[config.mk]
export PLATFORM = sky130hd
export DESIGN_NAME = enc_stage6_scheduler
export DESIGN_NICKNAME = d
export VERILOG_FILES = /design/src/rtl/enc_stage6_scheduler.sv
export SDC_FILE = /design/constraint.sdc
export NUM_CORES = 1
export LEC_CHECK = 0
export BUFFER_PORTS_ARGS = -buffer_cell sky130_fd_sc_hd__buf_2
export CAP_MARGIN = 5
export CORE_ASPECT_RATIO = 1.1
export CORE_MARGIN = 4
export CORE_UTILIZATION = 25
export CTS_CLUSTER_SIZE = 16
export DETAILED_ROUTE_END_ITERATION = 8
export GPL_ROUTABILITY_DRIVEN = 0
export SETUP_SLACK_MARGIN = 0.4
export SLEW_MARGIN = 5
export SYNTH_ARGS = -nofsm -noshare
export SYNTH_HDL_FRONTEND = slang
export SYNTH_SLANG_ARGS = --single-unit
[constraint.sdc]
create_clock -name clk -period 4 [get_ports clk]
set_input_delay 0 -clock clk [delete_from_list [all_inputs] [get_ports clk]]
set_output_delay 0 -clock clk [all_outputs]
set_load 0.05 [all_outputs]
[src/rtl/enc_stage6_scheduler.sv]
// Stage 6 codeword scheduler: merges run/regular encoder outputs into one in-order FIFO feeding
// Stage 7, throttles the encoders, and closes each frame with a drain and packer flush handshake.
module enc_stage6_scheduler #(
  parameter int unsigned encodedpixel_width  = 32,
  parameter int unsigned encodedlength_width = 6,
  parameter int unsigned DEPTH               = 4
) (
  input  logic                           clk,
  input  logic                           reset,
  input  logic                           start_frame,
  input  logic                           run_valid,
  input  logic [encodedpixel_width-1:0]  run_word,
  input  logic [encodedlength_width-1:0] run_len,
  input  logic                           reg_valid,
  input  logic [encodedpixel_width-1:0]  reg_word,
  input  logic [encodedlength_width-1:0] reg_len,
  input  logic                           reg_eof,
  output logic                           stall_6,
  output logic                           out_valid,
  output logic [encodedpixel_width-1:0]  out_word,
  output logic [encodedlength_width-1:0] out_len,
  output logic                           out_eof,
  input  logic                           pack_ready,
  output logic                           flush_req,
  input  logic                           flush_ack,
  output logic                           frame_done,
  output logic                           proto_err
);

  localparam int unsigned PW = $clog2(DEPTH);
  localparam int unsigned CW = PW + 1;
  localparam logic [CW-1:0] StallLvl = CW'(DEPTH - 2);

  localparam logic [1:0] StIdle   = 2'd0;
  localparam logic [1:0] StActive = 2'd1;
  localparam logic [1:0] StDrain  = 2'd2;
  localparam logic [1:0] StFlush  = 2'd3;

  logic [1:0]    state_q, state_d;
  logic [PW-1:0] rd_ptr_q, wr_ptr_q, reg_slot;
  logic [CW-1:0] count_q, count_d;
  logic          flush_req_q, frame_done_q, proto_err_q;

  logic [encodedpixel_width-1:0]  word_mem [DEPTH];
  logic [encodedlength_width-1:0] len_mem  [DEPTH];
  logic [DEPTH-1:0]               eof_mem;

  logic accept, push_run, push_reg, eof_push, pop, dropped, head_eof;

  always_comb begin
    stall_6  = (count_q >= StallLvl) || (state_q != StActive);
    accept   = (state_q == StActive) && !stall_6;
    push_run = accept && run_valid && (run_len != '0);
    // A zero-length EOF marker must still reach the packer to close the frame.
    push_reg = accept && reg_valid && ((reg_len != '0) || reg_eof);
    eof_push = push_reg && reg_eof;
    dropped  = (run_valid || reg_valid) && !accept;
    reg_slot = wr_ptr_q + PW'(push_run);

    out_valid = (count_q != '0);
    head_eof  = eof_mem[rd_ptr_q];
    out_word  = out_valid ? word_mem[rd_ptr_q] : '0;
    out_len   = out_valid ? len_mem[rd_ptr_q] : '0;
    out_eof   = out_valid && head_eof;
    pop       = out_valid && pack_ready;
    count_d   = count_q + CW'(push_run) + CW'(push_reg) - CW'(pop);

    flush_req  = flush_req_q;
    frame_done = frame_done_q;
    proto_err  = proto_err_q;
  end

  always_comb begin
    state_d = state_q;
    case (state_q)
      StIdle:   if (start_frame) state_d = StActive;
      StActive: if (eof_push) state_d = StDrain;
      StDrain:  if (pop && head_eof) state_d = StFlush;
      StFlush:  if (flush_ack) state_d = StIdle;
      default:  state_d = StIdle;
    endcase
  end

  always_ff @(posedge clk) begin
    if (reset) begin
      state_q      <= StIdle;
      rd_ptr_q     <= '0;
      wr_ptr_q     <= '0;
      count_q      <= '0;
      flush_req_q  <= 1'b0;
      frame_done_q <= 1'b0;
      proto_err_q  <= 1'b0;
    end else begin
      state_q      <= state_d;
      rd_ptr_q     <= rd_ptr_q + PW'(pop);
      wr_ptr_q     <= wr_ptr_q + PW'(push_run) + PW'(push_reg);
      count_q      <= count_d;
      flush_req_q  <= (state_d == StFlush);
      frame_done_q <= (state_q == StFlush) && flush_ack;
      if ((state_q == StIdle) && start_frame) begin
        proto_err_q <= 1'b0;
      end else if (dropped) begin
        proto_err_q <= 1'b1;
      end
    end
  end

  // Run entry takes the first free slot so it precedes a same-cycle regular entry.
  always_ff @(posedge clk) begin
    if (push_run) begin
      word_mem[wr_ptr_q] <= run_word;
      len_mem[wr_ptr_q]  <= run_len;
      eof_mem[wr_ptr_q]  <= 1'b0;
    end
    if (push_reg) begin
      word_mem[reg_slot] <= reg_word;
      len_mem[reg_slot]  <= reg_len;
      eof_mem[reg_slot]  <= reg_eof;
    end
  end

endmodule
==> impl_metrics.py, run 1 <==
metrics = {
    "grt": {
        "grt_overflow": 0,
        "antenna_found_initial": 0,
        "grt_pass1_vias": 5617,
        "grt_pass1_wl_mm": 33.6,
        "grt_use_total": 0.121,
        "grt_start_max_net_pins": 43,
    },
    "sta": {
        "setup_slack_ns": 0.632,
        "setup-tns-final_ns": 0,
        "period_needed_ns": 3.37,
        "fin_crit_sh": 0.842,
        "clock_skew_ns": 0.0169,
        "fmax_ghz": 0.297,
        "worst_pin_slew_ns": 0.960,
        "drv_slew": 0,
        "rsz0062_at_grt": "false",
        "setup_viol": 0,
        "max-slew-margin-rel": 0.360,
        "hold_viol": 0,
    },
    "power_and_ir_drop": {
        "p_leak_uw": 0.00387,
        "peakVddDrop_uv": 285,
        "powerDensity_nw_per_um2": 573,
        "total_power_uw": 6350,
    },
    "floorplanning": {
        "die_h_um": 201,
        "dieArea_um2": 36800,
        "start_util": 0.254,
        "core_area_um2": 33300,
        "ioPinCount": 128,
        "chipWidth_um": 183,
        "row_count": 70,
    },
    "layout": {
        "syn2layout_area_growth_pct": 31.3,
        "fill_cells": 3252,
        "nNetsFinal": 806,
        "n_antenna_cell": 0,
        "drive_above_1_share": 0.415,
    },
    "clock_tree": {
        "htreeDepth": 4,
        "cts-buffers-inserted": 17,
        "cts_buffer_depth": 2,
        "clockRootBuffer": "clkbuf_16",
        "clk_pin_slew_worst_paths_ns": 0.08,
        "clock_latency_ns": 0.44,
        "cts_tree": "yes",
        "cts_sinks": 168,
    },
    "routing": {
        "postRouteAntennaNets": 0,
        "drc": 0,
        "m1WireLength_mm": 9.63,
        "route.met2.wl_mm": 11.2,
        "wire_per_inst_um": 18.8,
        "wl_met3_um": 826,
        "viasPerCell": 4.47,
        "drt_first_pass_iters": 6,
        "routed_wl_mm": 21.9,
        "routed-via-count": 5189,
        "drt_iter0_drc": 267,
        "top_layer": "met4",
    },
    "synth": {
        "ys_warn_count": 0,
        "synth.avg_cell_area_um2": 16.7,
        "ys_top_cells_by_area": "edfxtp_1, mux2_1, mux4_2",
        "synth_cell_type_count": 42,
        "synth.top_cell.area_share": 0.541,
        "synth.largest_area_cell": "edfxtp_1",
        "netlist_area_um2": 8440,
        "synth_seq_cells": 168,
        "seq_area_frac_synth": 0.579,
        "syn_nets": 596,
        "syn_inst": 507,
    },
    "run": {
        "maxCapViolations": 0,
    },
    "outcome": {
        "status": "finished, final reports clean",
    },
    "placement": {
        "io_buffer_count": 127,
        "place_ws_ns": 0.475,
        "hpwl_mm": 13.2,
    },
    "critical_path": {
        "path_class": "in -> reg",
        "end_kind": "flop",
        "arrival_ns": 3.55,
        "crit_fanout": 27,
        "crit_required_ns": 4.18,
        "cp-start-kind": "primary input",
    },
    "hold_path": {
        "min_path_type": "in -> reg",
    },
}
==> path summary, 6_finish.rpt <==
| kind | from | end | slack, ns | cells past startpoint |
|---|---|---|---|---|
| setup / recovery | run_len[2] | word_mem[0][28]$_DFFE_PP_ | 0.63 | 10 |
| hold reg to reg | eof_mem[0]$_DFF_P_ | eof_mem[0]$_DFF_P_ | 0.48 | 2 |
| setup reg to reg | count_q[1]$_SDFF_PP0_ | word_mem[0][28]$_DFFE_PP_ | 0.79 | 10 |
| hold / removal | reg_valid | state_q[1]$_SDFF_PP0_ | 0.03 | 3 |
==> repair_timing <==
| action | CTS | global route |
|---|---|---|
| hold buffers | 82 | 0 |
| endpoints found under the setup margin | 0 | 118 |
| setup buffers | 0 | 0 |
| gates resized for setup | 0 | 3 |
| hold endpoints to repair | 168 | 0 |
==> per-layer routing <==
metal / track usage / up-vias
met1: 0.153 / 2649
met2: 0.211 / 116
li1: - / 2415
met5: 0 / -
met4: 0.0327 / 0
met3: 0.0217 / 9
==> synth_stat cells <==
library cell,number
nor2_1,7
a221oi_1,1
buf_6,3
o21ai_1,1
edfxtp_1,152
and3b_1,2
mux2i_1,2
o31ai_1,1
a2111oi_2,2
a41oi_1,1
ha_1,4
mux2_1,78
and3_1,1
buf_2,17
buf_1,3
o21ai_0,5
or4_1,1
nor3_1,6
dfxtp_1,16
a211oi_1,1
o311ai_4,1
fa_1,1
or2_2,2
clkbuf_1,8
nand3_1,3
a211oi_2,1
buf_4,1
o21bai_1,1
nand2_1,5
xnor2_1,3
nand3_2,1
and2_1,39
a31o_1,1
nand2b_1,3
mux2_2,74
or3_1,1
mux4_2,39
inv_1,8
xor2_1,4
nor2b_1,5
or2_1,1
nor4_4,1
==> critical path: stages <==
cell,delay (ns)
dlygate4sd3_1,0.54
buf_2,0.15
or4_1,0.54
o311ai_4,0.47
inv_1,0.12
ha_1,0.38
or2_2,0.33
a2111oi_4,0.26
buf_6,0.36
mux2_2,0.38
==> power breakdown <==
part           switching [µW]  internal (µW)  total [µW]
Sequential                192           2120        2310
Combinational            1470            851        2320
Clock                     768            952        1720
==> flip-flops by register name, summed over array words and instances (netlist names), 2 cells and up <==
| name | count |
|---|---|
| count_q | 3 |
| wr_ptr_q | 2 |
| rd_ptr_q | 2 |
| eof_mem | 4 |
| state_q | 2 |
| word_mem | 128 |
| len_mem | 24 |
==> cell usage in the layout (no fill, tap or decap), types with 2 or more instances in the layout <==
cell and n:
a2111oi_4 2, and2_1 39, buf_12 3, buf_2 127, buf_4 10, bufinv_16 2
clkbuf_16 17, clkinv_4 2, clkinvlp_4 3, dfxtp_1 14, dlygate4sd3_1 82, edfxtp_1 152
ha_1 4, inv_1 8, inv_6 5, mux2_1 78, mux2_2 74, mux2i_1 2
mux4_2 39, nand2_1 5, nand2b_1 3, nand3_1 2, nor2_1 7, nor2b_1 5
nor3_1 6, o21ai_0 4, or2_2 2, xnor2_1 3, xor2_1 3
==> per-stage QoR <==
step | util | instances | hold WS [ns] | area [µm²]
2_1_floorplan | - | 507 | 0.0863 | 8450
3_3_place_gp | 0.290 | 1048 | 0.222 | 9650
3_5_place_dp | 0.290 | 1048 | 0.220 | 9650
4_1_cts | 0.333 | 1162 | 0.00248 | 11100
5_1_grt | 0.333 | 1162 | 0.0368 | 11100
6_report | 0.333 | 1162 | 0.0330 | 11100
==> layout make-up <==
cell class	instances	area, µm²	share of cell area
well taps	432	541	0.0488
inverters	8	30.0	0.00271
repair buffers	223	1600	0.145
clock inverters	14	160	0.0144
clock buffers	18	439	0.0396
flip-flops and latches	168	4890	0.441
multi-input cells	299	3420	0.309
==> cell families after synthesis <==
logic type               synth area share
AO/OA/AOI/OAI                      0.0175
buffers and inverters              0.0234
adder cells (fa/ha/maj)           0.00830
XOR/XNOR                          0.00726
AND/OR/NAND/NOR                    0.0559
flip-flops                          0.579
multiplexers                        0.309
Note: power is estimated with default switching activity, not from simulation.
==> run 2, diff against run 1 <==
==> constraint.sdc (replaced) <==
create_clock -name clk -period 3 [get_ports clk]
set_input_delay 0 -clock clk [delete_from_list [all_inputs] [get_ports clk]]
set_output_delay 0 -clock clk [all_outputs]
set_load 0.05 [all_outputs]
==> run 2 against run 1 <==
Compared with the run above:
- global-route usage up 0.76 points
- via count up 7.7%
- combinational power up 61%
- total power up 41%
- final cell count up 5.3%
- highest routed layer unchanged
==> impl_metrics.py, run 2 (synthesis results as in run 1) <==
metrics = {
    "critical_path": {
        "crit_chain": "inv_2 > ha_4 > and3b_2 > o311ai_4 > inv_2 > ha_4 > xor2_4 > a2111oi_4 > buf_12 > buf_12 > buf_12 > mux2_4",
        "slowest_delay_ns": 0.39,
        "r2r_slack_ns": 0.25,
        "crit_fanout": 8,
        "cp_slowest_cell": "a2111oi_4",
        "crit_top_cell": "buf_12",
        "r2r_cells": 12,
        "end_kind": "flop",
        "path_class": "reg -> reg",
        "cp-start-kind": "flop",
        "crit_required_ns": 3.19,
        "arrival_ns": 2.94,
    },
    "power_and_ir_drop": {
        "p_leak_uw": 0.00490,
        "peakVddDrop_uv": 361,
        "total_power_uw": 8930,
        "powerDensity_nw_per_um2": 703,
    },
    "clock_tree": {
        "cts_tree": "yes",
        "cts-buffers-inserted": 17,
        "cts_buffer_depth": 2,
        "clock_latency_ns": 0.44,
        "htreeDepth": 4,
        "clk_pin_slew_worst_paths_ns": 0.07,
        "cts_sinks": 168,
        "clockRootBuffer": "clkbuf_16",
    },
    "grt": {
        "grt_pass1_vias": 5960,
        "antenna_found_initial": 0,
        "grt_overflow": 0,
        "grt_use_total": 0.128,
        "grt_start_max_net_pins": 42,
        "grt_pass1_wl_mm": 36.0,
    },
    "floorplanning": {
        "core_area_um2": 33300,
        "ioPinCount": 128,
        "dieArea_um2": 36800,
        "start_util": 0.254,
        "die_h_um": 201,
        "row_count": 70,
        "chipWidth_um": 183,
    },
    "hold_path": {
        "min_path_type": "in -> reg",
        "hold_depth": 3,
    },
    "layout": {
        "nNetsFinal": 868,
        "final_util": 0.382,
        "ff_latch_area_um2": 4890,
        "top_register": "word_mem",
        "syn2layout_area_growth_pct": 50.5,
        "fill_cells": 3137,
        "n_antenna_cell": 0,
        "largest_reg_flops": 128,
        "multi_input_area_um2": 4020,
        "layout_common_cells": "edfxtp_1, mux2_4, buf_2, dlygate4sd3_1",
        "drive_above_1_share": 0.562,
        "mostFrequentLayoutCell": "edfxtp_1",
        "top_regs": "word_mem x128, len_mem x24, eof_mem x4",
        "final_area_um2": 12700,
    },
    "sta": {
        "drv_slew": 0,
        "fmax_ghz": 0.363,
        "hold_viol": 0,
        "fin_crit_sh": 0.917,
        "max-slew-margin-rel": 0.430,
        "clock_skew_ns": 0.0143,
        "period_needed_ns": 2.75,
        "rsz0062_at_grt": "true",
        "setup_viol": 0,
        "worst_pin_slew_ns": 0.849,
        "setup-tns-final_ns": 0,
    },
    "routing": {
        "postRouteAntennaNets": 0,
        "viasPerCell": 4.56,
        "drc": 0,
        "routed_wl_mm": 24.8,
        "routed-via-count": 5586,
        "wire_per_inst_um": 20.3,
        "drt_first_pass_iters": 4,
        "drt_iter0_drc": 218,
    },
    "outcome": {
        "status": "finished, final reports clean",
    },
    "placement": {
        "hpwl_mm": 14.3,
        "io_buffer_count": 127,
        "placed_area_um2": 9930,
    },
    "run": {
        "maxCapViolations": 0,
    },
}
[run 2: changes by cell type in the layout (fill, tap and decap cells not counted), sizes merged]
cell and delta:
buf +54, bufinv -2, clkbuf +10, clkinv +3, clkinvlp -3, dlygate4sd3 +1, inv -1
[run 2: final cells by class]
| class | count | area share |
|---|---|---|
| Clock buffer | 21 | 0.0396 |
| Tap cell | 432 | 0.0425 |
| Inverter | 8 | 0.00236 |
| Clock inverter | 11 | 0.00640 |
| Multi-Input combinational cell | 299 | 0.316 |
| Timing Repair Buffer | 285 | 0.208 |
| Sequential cell | 168 | 0.385 |
[run 2: routing by layer]
layer,vias to the layer above,track usage,part of all wire
met2,99,0.217,0.51
met5,-,0,0
met4,0,0.0381,0.013
met1,2933,0.169,0.45
met3,17,0.0212,0.028
li1,2537,-,-
[run 2: per-stage QoR]
step	std cells	worst slack (ns)	hold slack [ns]
6_report	1224	0.249	0.0506
5_1_grt	1224	0.173	0.0969
4_1_cts	1209	0.219	0.0157
3_5_place_dp	1059	0.118	0.244
3_3_place_gp	1059	0.173	0.229
2_1_floorplan	507	0.274	0.0863
[run 2: report_power, final]
| part | switching (µW) | internal, µW |
|---|---|---|
| combinational | 2200 | 1540 |
| clock | 976 | 1210 |
| sequential | 174 | 2830 |
| total | 3350 | 5590 |
[run 2: path summary, 6_finish.rpt]
path,start,endpoint
setup / recovery,count_q[1]$_SDFF_PP0_,word_mem[1][24]$_DFFE_PP_
hold / removal,reg_valid,state_q[1]$_SDFF_PP0_
setup reg to reg,count_q[1]$_SDFF_PP0_,word_mem[1][24]$_DFFE_PP_
hold reg to reg,eof_mem[1]$_DFF_P_,eof_mem[1]$_DFF_P_
[run 2: critical path, delay by kind of cell, from the launching register on]
kind                     cells  cell delay [ns]
AO/OA/AOI/OAI                2             0.47
XOR/XNOR                     1             0.21
adder cells (fa/ha/maj)      2             0.34
buffers and inverters        5             0.58
flip-flops                   1             0.34
multiplexers                 1             0.31
AND/OR/NAND/NOR              1             0.23
[run 2: timing repair]
action / 4_1_cts / 5_1_grt
hold buffers: 83 / 0
buffers inserted: 31 / 7
endpoints found under the hold margin: 168 / 0
cloned: 4 / 8
resized for setup: 61 / 121
pin swaps: 3 / 3
endpoints found under the setup margin: 251 / 281
